[config.mk]
export PLATFORM = sky130hd
export DESIGN_NAME = lpc_pitch_voicing
export DESIGN_NICKNAME = d
export VERILOG_FILES = /design/src/rtl/lpc_pkg.sv /design/src/rtl/lpc_zero_cross_tracker.sv /design/src/rtl/lpc_pitch_voicing.sv
export SDC_FILE = /design/constraint.sdc
export NUM_CORES = 1
export LEC_CHECK = 0
export CAP_MARGIN = 10
export CELL_PAD_IN_SITES_DETAIL_PLACEMENT = 1
export CELL_PAD_IN_SITES_GLOBAL_PLACEMENT = 1
export CORE_MARGIN = 4
export CORE_UTILIZATION = 45
export CTS_BUF_LIST = sky130_fd_sc_hd__clkbuf_16
export CTS_CLUSTER_SIZE = 20
export DETAILED_ROUTE_END_ITERATION = 10
export HOLD_SLACK_MARGIN = 0.15
export PLACE_DENSITY = 0.84
export SLEW_MARGIN = 25
export SYNTH_ARGS = -nofsm -noshare
export SYNTH_HDL_FRONTEND = slang
export SYNTH_SLANG_ARGS = --single-unit
[constraint.sdc]
create_clock -name clk -period 6.2 [get_ports clk]
set_input_delay 0.93 -clock clk [delete_from_list [all_inputs] [get_ports clk]]
set_output_delay 0.93 -clock clk [all_outputs]
set_load 0.005 [all_outputs]
[src/rtl/lpc_pkg.sv]
// rtl/lpc_pkg.sv - shared constants, FSM encoding and helpers for the pitch/voicing analyser
package lpc_pkg;

    localparam int FRAME_LEN_DEFAULT  = 240;
    localparam int ZC_HYST_DEFAULT    = 256;
    localparam int ENERGY_THR_DEFAULT = 120000;
    localparam int ZC_MAX_DEFAULT     = 60;
    localparam int MIN_PERIOD_DEFAULT = 20;
    localparam int MAX_PERIOD_DEFAULT = 160;

    typedef enum logic {
        IDLE  = 1'b0,
        ACCUM = 1'b1
    } state_t;

    // Magnitude of a 16-bit two's complement sample; 17 bits so -32768 maps to 32768
    function automatic logic [16:0] abs17(input logic [15:0] s);
        logic signed [16:0] w;
        w = $signed({s[15], s});
        return s[15] ? 17'(-w) : 17'(w);
    endfunction

endpackage

[src/rtl/lpc_zero_cross_tracker.sv]
// rtl/lpc_zero_cross_tracker.sv - hysteretic positive-crossing detector and period tracker
module lpc_zero_cross_tracker
    import lpc_pkg::*;
#(
    parameter int ZC_HYST    = ZC_HYST_DEFAULT,
    parameter int MAX_PERIOD = MAX_PERIOD_DEFAULT
) (
    input  logic        clk,
    input  logic        rst,
    input  logic        v,
    input  logic [15:0] x,
    output logic        crossing,
    output logic        seen_next,
    output logic [15:0] last_period_next
);

    localparam logic [15:0] PER_SAT = 16'(MAX_PERIOD + 1);

    logic               armed;
    logic               seen;
    logic [15:0]        per_cnt;
    logic [15:0]        last_period;
    logic signed [16:0] xs;
    logic signed [16:0] hyst;
    logic               arm_cond;

    assign xs       = $signed({x[15], x});
    assign hyst     = 17'(ZC_HYST);
    assign arm_cond = (xs < -hyst);

    // Crossing and post-sample views are combinational so the parent can decide a frame on its last sample
    always_comb begin
        crossing         = v && armed && (xs >= hyst);
        seen_next        = crossing ? 1'b1 : seen;
        last_period_next = (crossing && seen) ? per_cnt : last_period;
    end

    // Tracker state persists across frames; only reset clears it
    always_ff @(posedge clk) begin
        if (rst) begin
            armed       <= 1'b0;
            seen        <= 1'b0;
            per_cnt     <= '0;
            last_period <= '0;
        end else if (v) begin
            if (crossing)
                armed <= 1'b0;
            else if (arm_cond)
                armed <= 1'b1;
            seen        <= seen_next;
            last_period <= last_period_next;
            if (crossing)
                per_cnt <= 16'd1;
            else if (per_cnt >= PER_SAT)
                per_cnt <= PER_SAT;
            else
                per_cnt <= per_cnt + 16'd1;
        end
    end

endmodule

[src/rtl/lpc_pitch_voicing.sv]
// rtl/lpc_pitch_voicing.sv - per-frame pitch period and voiced decision
module lpc_pitch_voicing
    import lpc_pkg::*;
#(
    parameter int FRAME_LEN_DEF = FRAME_LEN_DEFAULT,
    parameter int ZC_HYST       = ZC_HYST_DEFAULT,
    parameter int ENERGY_THR    = ENERGY_THR_DEFAULT,
    parameter int ZC_MAX        = ZC_MAX_DEFAULT,
    parameter int MIN_PERIOD    = MIN_PERIOD_DEFAULT,
    parameter int MAX_PERIOD    = MAX_PERIOD_DEFAULT
) (
    input  logic        clk,
    input  logic        rst,
    input  logic [15:0] x,
    input  logic        v,
    input  logic [15:0] frame_len,
    output logic        voiced,
    output logic [15:0] freq_count,
    output logic        vout
);

    localparam logic [31:0] E_THR = 32'(ENERGY_THR);
    localparam logic [15:0] Z_MAX = 16'(ZC_MAX);
    localparam logic [15:0] P_MIN = 16'(MIN_PERIOD);
    localparam logic [15:0] P_MAX = 16'(MAX_PERIOD);

    state_t      state_q, state_d;
    logic [15:0] len_q;
    logic [15:0] len_eff;
    logic [15:0] cnt_q, cnt_d;
    logic [31:0] energy_q, energy_base, energy_n;
    logic [15:0] xcnt_q, xcnt_base, xcnt_n;
    logic        frame_end;
    logic        voiced_n;
    logic        crossing;
    logic        seen_next;
    logic [15:0] last_period_next;

    lpc_zero_cross_tracker #(
        .ZC_HYST    (ZC_HYST),
        .MAX_PERIOD (MAX_PERIOD)
    ) u_tracker (
        .clk              (clk),
        .rst              (rst),
        .v                (v),
        .x                (x),
        .crossing         (crossing),
        .seen_next        (seen_next),
        .last_period_next (last_period_next)
    );

    assign len_eff = (frame_len < 16'd2) ? 16'd2 : frame_len;

    // Frame FSM: IDLE starts a frame on the first sample, ACCUM closes it when the count hits len_q
    always_comb begin
        state_d   = state_q;
        cnt_d     = cnt_q;
        frame_end = 1'b0;
        case (state_q)
            IDLE: begin
                if (v) begin
                    cnt_d   = 16'd1;
                    state_d = ACCUM;
                end
            end
            ACCUM: begin
                if (v) begin
                    cnt_d = cnt_q + 16'd1;
                    if (cnt_d == len_q) begin
                        frame_end = 1'b1;
                        state_d   = IDLE;
                    end
                end
            end
        endcase
    end

    // Accumulators including the current sample; a new frame starts from zero
    always_comb begin
        energy_base = (state_q == IDLE) ? 32'd0 : energy_q;
        xcnt_base   = (state_q == IDLE) ? 16'd0 : xcnt_q;
        energy_n    = energy_base + 32'(abs17(x));
        xcnt_n      = (crossing && (xcnt_base != 16'hFFFF)) ? xcnt_base + 16'd1 : xcnt_base;
        voiced_n    = (energy_n >= E_THR) && (xcnt_n >= 16'd2) && (xcnt_n <= Z_MAX) &&
                      seen_next && (last_period_next >= P_MIN) && (last_period_next <= P_MAX);
    end

    // FSM state register
    always_ff @(posedge clk) begin
        if (rst)
            state_q <= IDLE;
        else
            state_q <= state_d;
    end

    // Counters, accumulators and the frame-result registers
    always_ff @(posedge clk) begin
        if (rst) begin
            len_q      <= 16'(FRAME_LEN_DEF);
            cnt_q      <= '0;
            energy_q   <= '0;
            xcnt_q     <= '0;
            voiced     <= 1'b0;
            freq_count <= '0;
            vout       <= 1'b0;
        end else begin
            vout <= frame_end;
            if (v) begin
                cnt_q    <= cnt_d;
                energy_q <= energy_n;
                xcnt_q   <= xcnt_n;
                if (state_q == IDLE)
                    len_q <= len_eff;
            end
            if (frame_end) begin
                voiced     <= voiced_n;
                freq_count <= voiced_n ? last_period_next : 16'd0;
            end
        end
    end

endmodule

* Word-level counts from Yosys, hierarchy flattened
Cells that the tools add are included.
** Storage, ports and cells
- Output and inout bits :: 18
- Register bits after elaboration :: 133
- Bits in latches :: 0
- Memories :: 0
- Memory bits (read-only) :: 0
- Input port bits :: 35
- Logic and storage cells :: 61
- Memory bits (writable) :: 0
** Cells by class
- Multiplexer cells :: 20
- Reduce and logical (&&, ||, !) cells :: 12
- Bitwise operators :: 1
- Add/sub/neg operators :: 5
- Order comparisons :: 9
- Div/mod/pow operators :: 0
- Shifts and indexed selects :: 0
- $mul :: 0
- Eq/ne operators :: 2
** Operators by type and width (count)
- 16-bit two-way mux :: 7
- 16-bit by 1-bit adder with 16-bit output (second input constant) :: 3
- 32-bit by 17-bit adder with 32-bit output :: 1
- 32-bit by 17-bit >= comparator with 1-bit output (second input constant) :: 1
- 32-bit two-way mux :: 1
- 16-bit one-hot mux with 2 select lines :: 1
- 17-bit two-way mux :: 1
- 16-bit negation with 17-bit output :: 1
- 16-bit equality test :: 1
- 16-bit by 10-bit >= comparator with 1-bit output (second input constant) :: 1
- 16-bit by 2-bit >= comparator with 1-bit output (second input constant) :: 1
- 16-bit by 5-bit >= comparator with 1-bit output (second input constant) :: 1
- 16-bit by 8-bit >= comparator with 1-bit output (second input constant) :: 1
- 16-bit by 6-bit less-or-equal comparator with 1-bit output (second input constant) :: 1
- 16-bit by 8-bit less-or-equal comparator with 1-bit output (second input constant) :: 1
- 16-bit by 2-bit < comparator with 1-bit output (second input constant) :: 1
- 16-bit by 9-bit < comparator with 1-bit output (second input constant) :: 1
- 16-bit != test (second input constant) :: 1
- 1-bit logical AND :: 9
- 1-bit two-way mux :: 9
- 2-bit AND reduction :: 2
- 1-bit one-hot mux with 2 select lines :: 1
- 2-bit nonzero test :: 1
- 1-bit NOT :: 1

* Logic depth before layout (Yosys ltp)
- Depth in word-level cells :: 11
- Depth in mapped cells :: 21
- Gate-level depth less buffers :: 18

* Cells and area by module
Synthesis repeated with hierarchy kept, for this count alone.
** Unflattened totals
- Cell total of the unflattened synthesis :: 1061
- Area, all modules :: 8444.3 µm²
** Modules (own cells, without submodules)
- lpc_pitch_voicing :: cells each 915, instances 1, area an instance 6899.1 µm²
- lpc_zero_cross_tracker :: cells each 146, instances 1, area an instance 1545.2 µm²

* Worst setup path after synthesis
Ideal clock, no wire load.
- Path kind :: input port to flip-flop
- From :: input x[7]
- To :: register voiced
- Required time :: 6.064 ns
- Setup slack :: 1.072 ns
- Cell stages on the path :: 17
- Arrival time :: 4.993 ns
- Cell sequence :: or3_1 or3_1 or3_1 o31ai_1 xnor2_1 ha_1 nand2_1 nor3_1 a32oi_1 a21oi_1 and2_1 nand4_1 xnor2_1 a2111oi_0 and3_1 clkbuf_1 o21ai_1
** On the way
- Word-level cells in the longest chain between the ends :: 10
- Elaborated cells between the ends (all ways) :: 20
- Classes of those cells :: 2 x add/sub; 6 x order compare; 4 x mux; 8 x reduce/logical
** RTL lines
- start, declared :: line lpc_pitch_voicing.sv:14 : input logic [15:0] x,
- parallel branches: the longest is 9 deep, another holds 32-bit by 17-bit adder with 32-bit output
- 1-bit logical AND * :: line lpc_pitch_voicing.sv:85 : seen_next && (last_period_next >= P_MIN) && (last_period_next <= P_MAX);
- end signal, assigned :: line lpc_pitch_voicing.sv:116 : voiced <= voiced_n;
- end, declared :: line lpc_pitch_voicing.sv:17 : output logic voiced,
Every way passes the cells marked *.
A chain may end at the register's enable or synchronous reset.

* Worst setup path in the final report
- From :: input x[0]
- To :: register freq_count[0]
** On the way
- Word-level cells in the longest chain between the ends :: 11
- Elaborated cells between the ends (all ways) :: 21
- Classes of those cells :: 2 x add/sub; 6 x order compare; 5 x mux; 8 x reduce/logical
** RTL lines
- parallel branches: the longest is 10 deep, another holds 32-bit by 17-bit adder with 32-bit output
- 16-bit two-way mux * :: line lpc_pitch_voicing.sv:117 : freq_count <= voiced_n ? last_period_next : 16'd0;
- end signal, assigned :: line lpc_pitch_voicing.sv:117
- end, declared :: line lpc_pitch_voicing.sv:18 : output logic [15:0] freq_count,
Marked as above.

==> flow_summary.yaml <==
status:
  status: "finished clean"
global_route:
  grt_use_met1: 0.304
  grt_pass1_wl_microns: 39400
  grt_max_degree: 69
  antenna_found_initial: 0
  use_met2: 0.405
  grt-busiest-layer: "met2"
  overflow: 0
  grt_use_total: 0.235
  grt_pass1_vias: 7866
  global_route.usage.met3: 0.0403
route:
  wl_microns: 23500
  avgViaCountPerCell: 5.93
  ant_nets: 0
  firstDrtPassIters: 5
  vias: 7879
  wl_per_cell_microns: 17.7
  dr.first_iter.drc_count: 481
  drc: 0
timing:
  clock.fmax_mhz: 186
  min_period_ps: 5380
  skew_ps: 10.9
  period_share: 0.867
  slew_headroom: 0.439
  setup_viol: 0
  drv_slew: 0
  hold_viol: 0
  tightest_slew_ps: 835
  setup_tns_ps: 0
  rsz0062_at_grt: "false"
clock_network:
  clk_latency_ps: 420
  tritoncts: "built"
  cts_sinks: 133
  clockBufferDepth: 2
  htreeDepth: 4
  cts-hold-fix-buffers: 0
  cts_setup_buffers: 0
  clkTransAtPathRegs_ps: 60
  cts_resized: 0
  cts_buffers: 17
  root_buffer: "clkbuf_16"
min_path:
  hp-start: "freq_count[8]"
  hold_path_class: "flip-flop to flip-flop"
  hold_path_depth: 1
  hold_end: "freq_count[8]"
cells_and_area:
  utilization: 0.532
  final_common_cell: "nand2_1"
  syn_to_final_growth_pct: 14.8
  n_fill_cell: 2218
  diodes: 0
  layout.nets: 1150
  multi_input_area_sq_um: 5140
  regArea_sq_um: 2660
  final_cell_mix: "nand2_1 (167), dfxtp_1 (132), nor2_1 (113)"
  drive_above_1_share: 0.0643
yosys:
  netlist_instances: 1071
  ys.warnings.count: 0
  synth_edf_count: 0
  netlist_area_sq_um: 8100
  synth_ff_type: "dfxtp_1"
  yosysSeqAreaShare: 0.329
  ys_types: 71
  ys_seq_elements: 133
  async_reset_ff_frac: 0
  synth_nets: 1130
  syn_area_per_cell_sq_um: 7.57
critical_path:
  cpMaxStageDelayCell: "o21ai_0"
  path_max_fanout: 9
  r2r_slack_ps: 1920
  cp-start-kind: "input port"
  worst_ep_required_time_ps: 6510
  crit_path_frequent_cell: "nand2_1"
  cp.arrival_ps: 5680
  slowest_delay_ps: 510
  critPathKind: "input port to flip-flop"
  worstReg2RegEnd: "freq_count[0]"
  critPathCaptureType: "flip-flop"
  r2r_cells: 14
  r2r_start: "state_q"
  path_cells: "clkdlybuf4s50_1 > inv_1 > ha_1 > nand2_1 > or2_2 > o21ai_0 > nand2_1 > xor2_1 > ha_1 > nand2_1 > nor3_1 > a32oi_1 > a21oi_1 > and2_1 > nand4_1 > xnor2_1 > a2111oi_0 > and3_1 > buf_4 > o31ai_2"
die:
  io_pins: 53
  initial_core_util: 0.464
  die_h_microns: 142
  num_rows: 48
  core-area_sq_um: 17500
  die-area_sq_um: 20200
  die_w_microns: 142
pwr:
  irDropWorstVdd_mv: 0.221
  cellLeakagePower_uw: 0.00346
  power_density_nw_per_um2: 229
  power.total_uw: 2130
placement:
  place_congestion: 0.842
  portBuffers: 52
  dpl.hpwl_microns: 16300
flow_run:
  drv_cap: 0
stage by stage:
| step | hold slack, ps | setup slack (ps) | cell area [sq um] | instances |
|---|---|---|---|---|
| finish | 459 | 824 | 9300 | 1329 |
| global placement | 440 | 560 | 8740 | 1297 |
| floorplan | 436 | 1070 | 8100 | 1071 |
| detailed placement | 443 | 348 | 8750 | 1297 |
| global route | 485 | 377 | 9300 | 1329 |
| CTS | 462 | 813 | 9300 | 1329 |
worst max-delay path, delay by kind of cell:
family	cells	cell delay, ps
AOI/OAI and AO/OA	5	1530
adders and majority gates	2	600
and+or+nand+nor	8	1470
buffers and inverters	3	780
xor gates and xnor gates	2	360
layout make-up:
cell class / instances / area share
timing repair buffer: 62 / 0.0635
multi-input combinational: 859 / 0.553
clock buffer: 17 / 0.0457
tap: 225 / 0.0303
sequential: 133 / 0.286
inverter: 18 / 0.00726
clock inverter: 15 / 0.0140
synth_stat cells (4+ instances only):
cell type  count  area, sq um
o31ai_2        8          100
nor2_1       114          428
o31ai_1        5         37.5
or2_2          4         25.0
nand3b_1       8         60.1
a21oi_1       90          450
a21o_1        10         75.1
xor2_1        18          158
nand4_1       15         93.8
ha_1          23          288
a211o_1        4         35.0
a211oi_1      17          128
o21a_1         4         30.0
nor4_1        12         75.1
nor3b_1        8         60.1
a31oi_1       12         75.1
nand2_1      167          627
and2_1        40          250
a32oi_1       11         96.3
inv_1         18         67.6
nor3_1        39          195
nand3_1       36          180
xnor2_1       43          377
buf_1          4         15.0
and3_1        11         68.8
clkbuf_1      54          203
mux2i_1       30          300
or3_1          6         37.5
or4_1          5         37.5
dfxtp_1      133         2660
o21ai_0       63          315
flip-flops by register name (all words and copies together), names as in the netlist:
register	cells
voiced	1
cnt_q	16
energy_q	32
xcnt_q	16
u_tracker.per_cnt	16
freq_count	16
len_q	16
u_tracker.seen	1
u_tracker.last_period	16
vout	1
state_q	1
u_tracker.armed	1
cell families (layout without fill, tap and decap cells):
logic type / count (synthesis) / in the layout / share of synthesized area
and+or+nand+nor: 486 / 486 / 0.292
muxes: 31 / 31 / 0.0384
xor gates and xnor gates: 61 / 61 / 0.0659
AOI/OAI and AO/OA: 256 / 256 / 0.200
buffers and inverters: 79 / 112 / 0.0371
adders and majority gates: 24 / 24 / 0.0380
DFF: 133 / 133 / 0.329
other: 1 / 1 / 0.000463
where the power goes:
group | switching (uW) | leakage, uW | total (uW) | internal, uW
clock network | 411 | 0.000260 | 963 | 552
logic | 163 | 0.00212 | 271 | 107
registers | 20.5 | 0.00108 | 897 | 876
metal layers:
layer | routed length (microns) | vias up
met5 | 0 | -
met4 | 358 | 0
met3 | 753 | 26
met2 | 11600 | 132
met1 | 10800 | 3876
li1 | - | 3845
worst max path at each step:
stage                     startpoint            end  slack [ps]
after floorplan                 x[7]         voiced        1070
after global routing            x[0]  freq_count[0]         380
final                           x[0]  freq_count[0]         820
after CTS                       x[0]  freq_count[0]         810
after detailed placement        x[0]  freq_count[0]         350
after global placement          x[0]         voiced         560
Power figures use the tool's default switching activity.
